===== src/rtl/frame_rate_sequencer_pkg.sv =====
// frame_rate_sequencer_pkg: speed-mode encodings and default frame periods
package frame_rate_sequencer_pkg;
  typedef enum logic [1:0] {
    MODE_STOP = 2'b00,
    MODE_SLOW = 2'b01,
    MODE_MED  = 2'b10,
    MODE_FAST = 2'b11
  } mode_e;
  localparam int DEF_CNT_W       = 27;
  localparam int DEF_FRAME_W     = 5;
  localparam int DEF_NUM_FRAMES  = 20;
  localparam int DEF_PERIOD_SLOW = 50_000_000;
  localparam int DEF_PERIOD_MED  = 20_000_000;
  localparam int DEF_PERIOD_FAST = 2_000;
endpackage


===== src/rtl/frame_rate_sequencer_tick_prescaler.sv =====
// tick_prescaler: free-running period counter; tick flags the terminal count
// so the owner can register its advance on the same edge the count wraps.
module tick_prescaler #(
  parameter int CNT_W = 27
) (
  input  logic             clk,
  input  logic             rst_n,
  input  logic             en,
  input  logic             clr,
  input  logic [CNT_W-1:0] period,
  output logic             tick
);
  logic [CNT_W-1:0] cnt;
  logic             last;
  assign last = cnt == period - CNT_W'(1);
  assign tick = en & ~clr & last;
  always_ff @(posedge clk or negedge rst_n) begin
    if (!rst_n) cnt <= '0;
    else cnt <= (clr | ~en | last) ? '0 : cnt + CNT_W'(1);
  end
endmodule


===== src/rtl/frame_rate_sequencer.sv =====
// frame_rate_sequencer: switch-selected frame rate, frame index sequencing
// with direction, single-step in stop mode and wrap indication.
module frame_rate_sequencer
  import frame_rate_sequencer_pkg::*;
#(
  parameter int CNT_W       = DEF_CNT_W,
  parameter int FRAME_W     = DEF_FRAME_W,
  parameter int NUM_FRAMES  = DEF_NUM_FRAMES,
  parameter int PERIOD_SLOW = DEF_PERIOD_SLOW,
  parameter int PERIOD_MED  = DEF_PERIOD_MED,
  parameter int PERIOD_FAST = DEF_PERIOD_FAST
) (
  input  logic               clk,
  input  logic               rst_n,
  input  logic [1:0]         sw_state,
  input  logic               dir,
  input  logic               step,
  output logic               fc_tick,
  output logic [FRAME_W-1:0] fm_no,
  output logic               wrap,
  output logic               running
);
  localparam logic [FRAME_W-1:0] LAST = FRAME_W'(NUM_FRAMES - 1);
  mode_e              mode_q;
  logic [CNT_W-1:0]   period;
  logic               tick, adv, wrap_n;
  logic [FRAME_W-1:0] next;
  always_comb begin
    period = mode_q == MODE_SLOW ? CNT_W'(PERIOD_SLOW) :
             mode_q == MODE_MED  ? CNT_W'(PERIOD_MED)  : CNT_W'(PERIOD_FAST);
    wrap_n = dir ? fm_no == '0 : fm_no == LAST;
    next   = wrap_n ? (dir ? LAST : '0) :
             (dir ? fm_no - FRAME_W'(1) : fm_no + FRAME_W'(1));
    adv    = tick | (mode_q == MODE_STOP & step);
  end
  // a pending mode change restarts the new period from zero
  tick_prescaler #(.CNT_W(CNT_W)) u_prescaler (
    .clk    (clk),
    .rst_n  (rst_n),
    .en     (mode_q != MODE_STOP),
    .clr    (sw_state != mode_q),
    .period (period),
    .tick   (tick)
  );
  always_ff @(posedge clk or negedge rst_n) begin
    if (!rst_n) begin
      mode_q  <= MODE_STOP;
      running <= 1'b0;
      fc_tick <= 1'b0;
      wrap    <= 1'b0;
      fm_no   <= '0;
    end else begin
      mode_q  <= mode_e'(sw_state);
      running <= sw_state != MODE_STOP;
      fc_tick <= adv;
      wrap    <= adv & wrap_n;
      if (adv) fm_no <= next;
    end
  end
endmodule


===== config.mk =====
export PLATFORM = sky130hd
export DESIGN_NAME = frame_rate_sequencer
export DESIGN_NICKNAME = d
export VERILOG_FILES = /design/src/rtl/frame_rate_sequencer_pkg.sv /design/src/rtl/frame_rate_sequencer_tick_prescaler.sv /design/src/rtl/frame_rate_sequencer.sv
export SDC_FILE = /design/constraint.sdc
export NUM_CORES = 1
export LEC_CHECK = 0
export ABC_AREA = 1
export ABC_CLOCK_PERIOD_IN_PS = 4100
export BUFFER_PORTS_ARGS = -buffer_cell sky130_fd_sc_hd__buf_2
export CAP_MARGIN = 10
export CORE_ASPECT_RATIO = 0.8
export CORE_MARGIN = 2
export CORE_UTILIZATION = 49
export DETAILED_ROUTE_END_ITERATION = 8
export MAX_ROUTING_LAYER = met4
export PLACE_DENSITY = 0.76
export SETUP_SLACK_MARGIN = 0.4
export SLEW_MARGIN = 20
export SYNTH_ARGS = -nofsm -noshare
export SYNTH_HDL_FRONTEND = slang
export SYNTH_HIERARCHICAL = 1
export SYNTH_SLANG_ARGS = --single-unit

===== constraint.sdc =====
create_clock -name clk -period 4.1 [get_ports clk]
set_input_delay 0.82 -clock clk [delete_from_list [all_inputs] [get_ports clk]]
set_output_delay 0.82 -clock clk [all_outputs]
set_load 0.02 [all_outputs]

=== Word level (Yosys, flattened, before mapping) ===
Index checks and enable logic that the tools add are counted.

* Flip-flop bits (word level): 37
* Output and inout bits: 8

* Add/sub/neg operators: 4
* Equality and inequality tests: 5
* Muxes and demuxes: 7
* Bitwise logic cells: 9
* Reduce and logical (&&, ||, !) cells: 4

{| class="wikitable"
|+ Operator list
! kind !! count
|-
| $add 27x1->27 const B || 1
|-
| $eq 27x27->1 || 1
|-
| $mux 27 || 1
|-
| $sub 26x1->27 const B || 1
|-
| $mux 26 || 1
|-
| $mux 25 || 1
|-
| $mux 5 || 3
|-
| $add 5x1->5 const B || 1
|-
| $eq 5x5->1 const B || 1
|-
| $logic_not 5->1 || 1
|-
| $sub 5x1->5 const B || 1
|-
| $and 1x1->1 || 4
|-
| $reduce_bool 2->1 || 2
|-
| $or 1x1->1 || 3
|-
| $eq 2x1->1 const B || 1
|-
| $eq 2x2->1 const B || 1
|-
| $logic_not 2->1 || 1
|-
| $ne 2x2->1 || 1
|-
| $not 1->1 || 2
|-
| $mux 1 || 1
|}

=== Logic depth before layout (Yosys ltp) ===
* Word-level depth: 8
* Mapped depth: 21

=== Cells and area by module ===
The synthesis kept the hierarchy.

{| class="wikitable"
|+ By module, submodules not included
! module !! times used !! cells an instance !! area an instance (um2) !! sequential area each (um2)
|-
| tick_prescaler || 1 || 408 || 2601.2 || 675.6
|-
| frame_rate_sequencer || 1 || 87 || 668.1 || 250.2
|}

=== Worst setup path after synthesis ===
No wires, ideal clock.

* Kind: register -> register
* Start point: register mode_q[1]
* End point: register fm_no[4]
* Library setup time: 65 ps
* Arrival: 3113 ps
* Setup slack: 922 ps
* Cell stages (with the launch flop): 19
* Period minus slack after synthesis: 3178 ps
* Path through: dfrtp_1 > inv_1 > ha_1 > inv_1 > nor2_2 > nand2_1 > nor2_2 > nand3b_1 > nand2_1 > inv_1 > nor2_1 > nand2_1 > nor2_1 > nand2_1 > nor3_1 > a21oi_4 > nor3_1 > nor2_1 > nand2_1

* Elaborated cells between the ends (all ways): 14
* Classes of those cells: add/sub: 1; eq/ne: 4; mux: 2; bitwise: 5; reduce/logical: 2

{| class="wikitable"
|+ RTL lines
! item !! line !! RTL
|-
| from (decl) || frame_rate_sequencer.sv:24 || <nowiki>mode_e mode_q;</nowiki>
|-
| from (signal assigned) || frame_rate_sequencer.sv:53 || <nowiki>mode_q <= mode_e'(sw_state);</nowiki>
|-
| $eq 2x1->1 || frame_rate_sequencer.sv:29 || <nowiki>period = mode_q == MODE_SLOW ? CNT_W'(PERIOD_SLOW) :</nowiki>
|-
| $mux 26 || frame_rate_sequencer.sv:29 ||
|-
| via period[12] || frame_rate_sequencer.sv:25 || <nowiki>logic [CNT_W-1:0] period;</nowiki>
|-
| $sub 26x1->27 || frame_rate_sequencer_tick_prescaler.sv:15 || <nowiki>assign last = cnt == period - CNT_W'(1);</nowiki>
|-
| $eq 27x27->1 || frame_rate_sequencer_tick_prescaler.sv:15 ||
|-
| $and 1x1->1 || frame_rate_sequencer_tick_prescaler.sv:16 || <nowiki>assign tick = en & ~clr & last;</nowiki>
|-
| via tick || frame_rate_sequencer.sv:26 || <nowiki>logic tick, adv, wrap_n;</nowiki>
|-
| $or 1x1->1 || frame_rate_sequencer.sv:34 || <nowiki>adv = tick | (mode_q == MODE_STOP & step);</nowiki>
|-
| to (signal assigned) || frame_rate_sequencer.sv:57 || <nowiki>if (adv) fm_no <= next;</nowiki>
|-
| to (decl) || frame_rate_sequencer.sv:19 || <nowiki>output logic [FRAME_W-1:0] fm_no,</nowiki>
|}

The timed path passes the listed nets, and every way through them passes these cells.
A chain may end at the register's enable or synchronous reset.

=== Worst setup path in the final report ===
* Start point: register mode_q[1]
* End point: register fm_no[4]

* Word-level cells in the longest chain between the ends: 7
* Elaborated cells between the ends (all ways): 14
* Classes of those cells: add/sub: 1; eq/ne: 4; mux: 2; bitwise: 5; reduce/logical: 2

{| class="wikitable"
|+ RTL lines
! item !! line !! RTL
|-
| $eq 2x2->1 || frame_rate_sequencer.sv:30 || <nowiki>mode_q == MODE_MED ? CNT_W'(PERIOD_MED) : CNT_W'(PERIOD_FAST);</nowiki>
|-
| $mux 25 || frame_rate_sequencer.sv:30 ||
|-
| $mux 26 (*) || frame_rate_sequencer.sv:29 ||
|-
| via period[13] || frame_rate_sequencer.sv:25 ||
|-
| $sub 26x1->27 (*) || frame_rate_sequencer_tick_prescaler.sv:15 ||
|-
| $eq 27x27->1 (*) || frame_rate_sequencer_tick_prescaler.sv:15 ||
|-
| $and 1x1->1 (*) || frame_rate_sequencer_tick_prescaler.sv:16 ||
|-
| via tick || frame_rate_sequencer.sv:26 ||
|-
| $or 1x1->1 (*) || frame_rate_sequencer.sv:34 ||
|}

Mark *: on every way through the listed nets, which the timed path passes. The rest lies on a longest branch.

==> metrics.md <==
| Metric | Value |
|---|---|
| Num rows | 26 |
| Worst setup EP type | flop |
| Adder-Cell Fraction of Synth Area | 0.0406 |
| Setup tns final | 0 ps |
| Setup crit end | fm_no[4]$_DFFE_PN0P_ |
| FILL cells | 562 |
| Setup-failing EPs final | 0 |
| I/O pin total | 14 |
| Mux contribution to synthesized area | 0 |
| Total power | 1.12 mW |
| TritonCTS buffer count | 5 |
| Area delta synth->final | 10.7% |
| Netlist Area Pre-Place | 3270 um2 |
| Reg clk slew, reported paths | 70 ps |
| Sequential fraction of the synthesis area | 0.283 |
| CTS Sinks | 37 |
| Syn Area/Cell | 6.60 um2 |
| Via count | 3021 |
| YS warnings | 6 |
| Chip Width | 95.3 um |
| Fin crit share | 0.807 |
| Max cap viols | 0 |
| Slew Viols, Final | 0 |
| Worst R2R Setup Slack | 790 ps |
| CTS Hold Buffers Added | 0 |
| Simple-gate share of the synthesized area | 0.426 |
| Gr ovfl total | 0 |
| Starting Density | 0.510 |
| Class of the worst hold path | flop to flop |
| Pin count of the biggest net entering global routing | 38 |
| Leak | 1.77 nW |
| Dominant cell type by area after synthesis | dfrtp_1 |
| Yosys reg bits | 37 |
| Post-route ant nets | 0 |
| Worst-path fanout max | 11 |
| CTS Buffer Depth | 2 |
| DR vias/cell | 4.89 |
| DP HPWL | 5640 um |
| XOR/XNOR Fraction of Synth Area | 0.134 |
| Initial antenna violation count | 0 |
| Main combinational cell family by area after synthesis | simple AND/OR/NAND/NOR gates |
| Required time of the worst setup path | 4330 ps |
| Wire length per cell | 11.6 um |
| Port Buffers | 13 |
| Critical setup path kind | flop to flop |
| FF-to-FF End | fm_no[4]$_DFFE_PN0P_ |
| Pre-Repair DR Iteration Count | 4 |
| Status | finished, final reports clean |
| Ant. Diodes | 0 |
| Routability congestion estimate | 0.979 |
| Startpoint Class | flop |
| Layout cells sized above 1 | 0.0993 |
| H-tree levels | 2 |
| Most frequent cells in the layout | nand2_1 (134), nor2_1 (88), inv_1 (63) |
| Synth top area cells | dfrtp_1 (28%), nand2_1 (15%), nor2_1 (10%) |
| WP data arrival | 3540 ps |
| Core area | 6410 um2 |
| Final Hold Vio Count | 0 |
| GRT Resource Usage Total | 0.221 |
| Iter 0 DRT Violations | 236 |
| Reg2Reg Launch Point | mode_q[1]$_DFF_PN0_ |
| Detailed Route WL | 7160 um |
| Commonest non-fill, non-tap cell in the layout | nand2_1 |
| Drt drc | 0 |
| Peak VDD IR | 0.287 mV |
| Max Clk Rate | 302 MHz |
| Gate count of the mapped netlist | 495 |
| Tightest Pin Transition | 813 ps |
| Die Span Y | 77.1 um |
| Synth cell types | 29 |
| CP Launch Point | mode_q[1]$_DFF_PN0_ |
| Slew HR | 0.458 |
| Clock Skew | 10.0 ps |
| Vias in the first global route | 2682 |
| Setup Fix Bufs, Post-CTS | 0 |
| Tmin final | 3310 ps |
| Synth top area share | 0.283 |
| Worst reg2reg path depth | 16 |
| Pwr/cell area | 310 nW/um2 |
| TritonCTS clock tree | done |
| DIE AREA | 7350 um2 |
| Clk Tree Root Cell | clkbuf_8 |
| RSZ-0062 raised after global routing | no |
| Clk_lat worst skew | 290 ps |
| Post-synthesis compound-gate area fraction | 0.0291 |
| First-pass GRT wire length | 12500 um |
| Final #Nets | 549 |
-- kinds of logic after synthesis --
logic type	after synthesis
buffers and inverters	69
other	1
xor gates and xnor gates	50
AOI/OAI and AO/OA	12
and+or+nand+nor	316
DFF	37
adders and majority gates	10
-- how the worst min path moves through the flow --
stage	startpoint	to	slack (ps)	depth (start not counted)
finish	u_prescaler/cnt[0]$_DFF_PN0_	u_prescaler/cnt[0]$_DFF_PN0_	560	1
CTS	u_prescaler/cnt[0]$_DFF_PN0_	u_prescaler/cnt[0]$_DFF_PN0_	560	1
detailed placement	u_prescaler/cnt[0]$_DFF_PN0_	u_prescaler/cnt[0]$_DFF_PN0_	550	1
global route	u_prescaler/cnt[0]$_DFF_PN0_	u_prescaler/cnt[0]$_DFF_PN0_	600	1
global placement	u_prescaler/cnt[0]$_DFF_PN0_	u_prescaler/cnt[0]$_DFF_PN0_	540	1
floorplan	u_prescaler/cnt[0]$_DFF_PN0_	u_prescaler/cnt[0]$_DFF_PN0_	490	1
-- final cells by class --
cell class,instances,area [um2],area share
Inverter,65,244,0.0674
Timing Repair Buffer,15,80.1,0.0221
Clock buffer,6,82.6,0.0228
Tap cell,84,105,0.0290
Multi-Input combinational cell,409,2140,0.592
Sequential cell,37,926,0.256
Clock inverter,2,37.5,0.0104
-- critical path: stages, from the launching register on --
cell and delay (ps):
dfrtp_1 400, inv_1 100, ha_2 470, inv_1 220, nor2_1 240, nand2_1 120, nor2_4 210, nand3_1 160
o21bai_1 160, nand3_1 80, nor2_1 120, nand3_1 150, nor3_1 300, a21oi_4 100, nor3_1 260, nor2_1 70
nand2_1 70
-- Yosys cell counts (all sizes together) --
master / instances
ha: 9
nor3: 9
dfrtp: 37
buf: 3
o21ai: 4
nand4: 14
nor2: 108
and2: 2
nand3: 36
and3: 2
or2: 1
o21bai: 5
xnor2: 18
nor4: 1
nand3b: 5
conb: 1
clkbuf: 1
nand2: 138
inv: 65
a21oi: 3
fa: 1
xor2: 32
-- flip-flops by register name, summed over array words and instances, names as in the netlist --
register,flops
fc_tick,1
fm_no,5
mode_q,2
running,1
u_prescaler/cnt,27
wrap,1
-- report_power, final --
part           switching, mW  leakage [nW]  internal, mW
sequential            0.0491         0.499         0.392
combinational          0.223          1.21         0.134
clock                  0.127        0.0574         0.198
total                  0.399          1.77         0.724
-- metal layers --
layer	track usage	routed length (um)	part of all wire	up-vias
met2	0.312	3030	0.42	62
li1	-	-	-	1587
met1	0.323	3710	0.52	1366
met4	0.0536	62	0.0087	0
met5	-	0	0	-
met3	0.0442	353	0.049	6
-- repair_timing --
| action | CTS | global route |
|---|---|---|
| hold endpoints to repair | 0 | 0 |
| setup endpoints to repair | 0 | 4 |
| resized for setup | 0 | 2 |
-- per-stage QoR --
step	hold slack (ps)	area (um2)	util	std cells	setup WS (ps)
finish	559	3620	0.565	618	791
global route	602	3620	0.565	618	474
CTS	562	3610	0.563	618	645
detailed placement	551	3490	0.545	610	675
global placement	537	3490	0.545	610	849
floorplan	489	3340	-	515	922
Note: power is estimated with default switching activity, not from simulation.
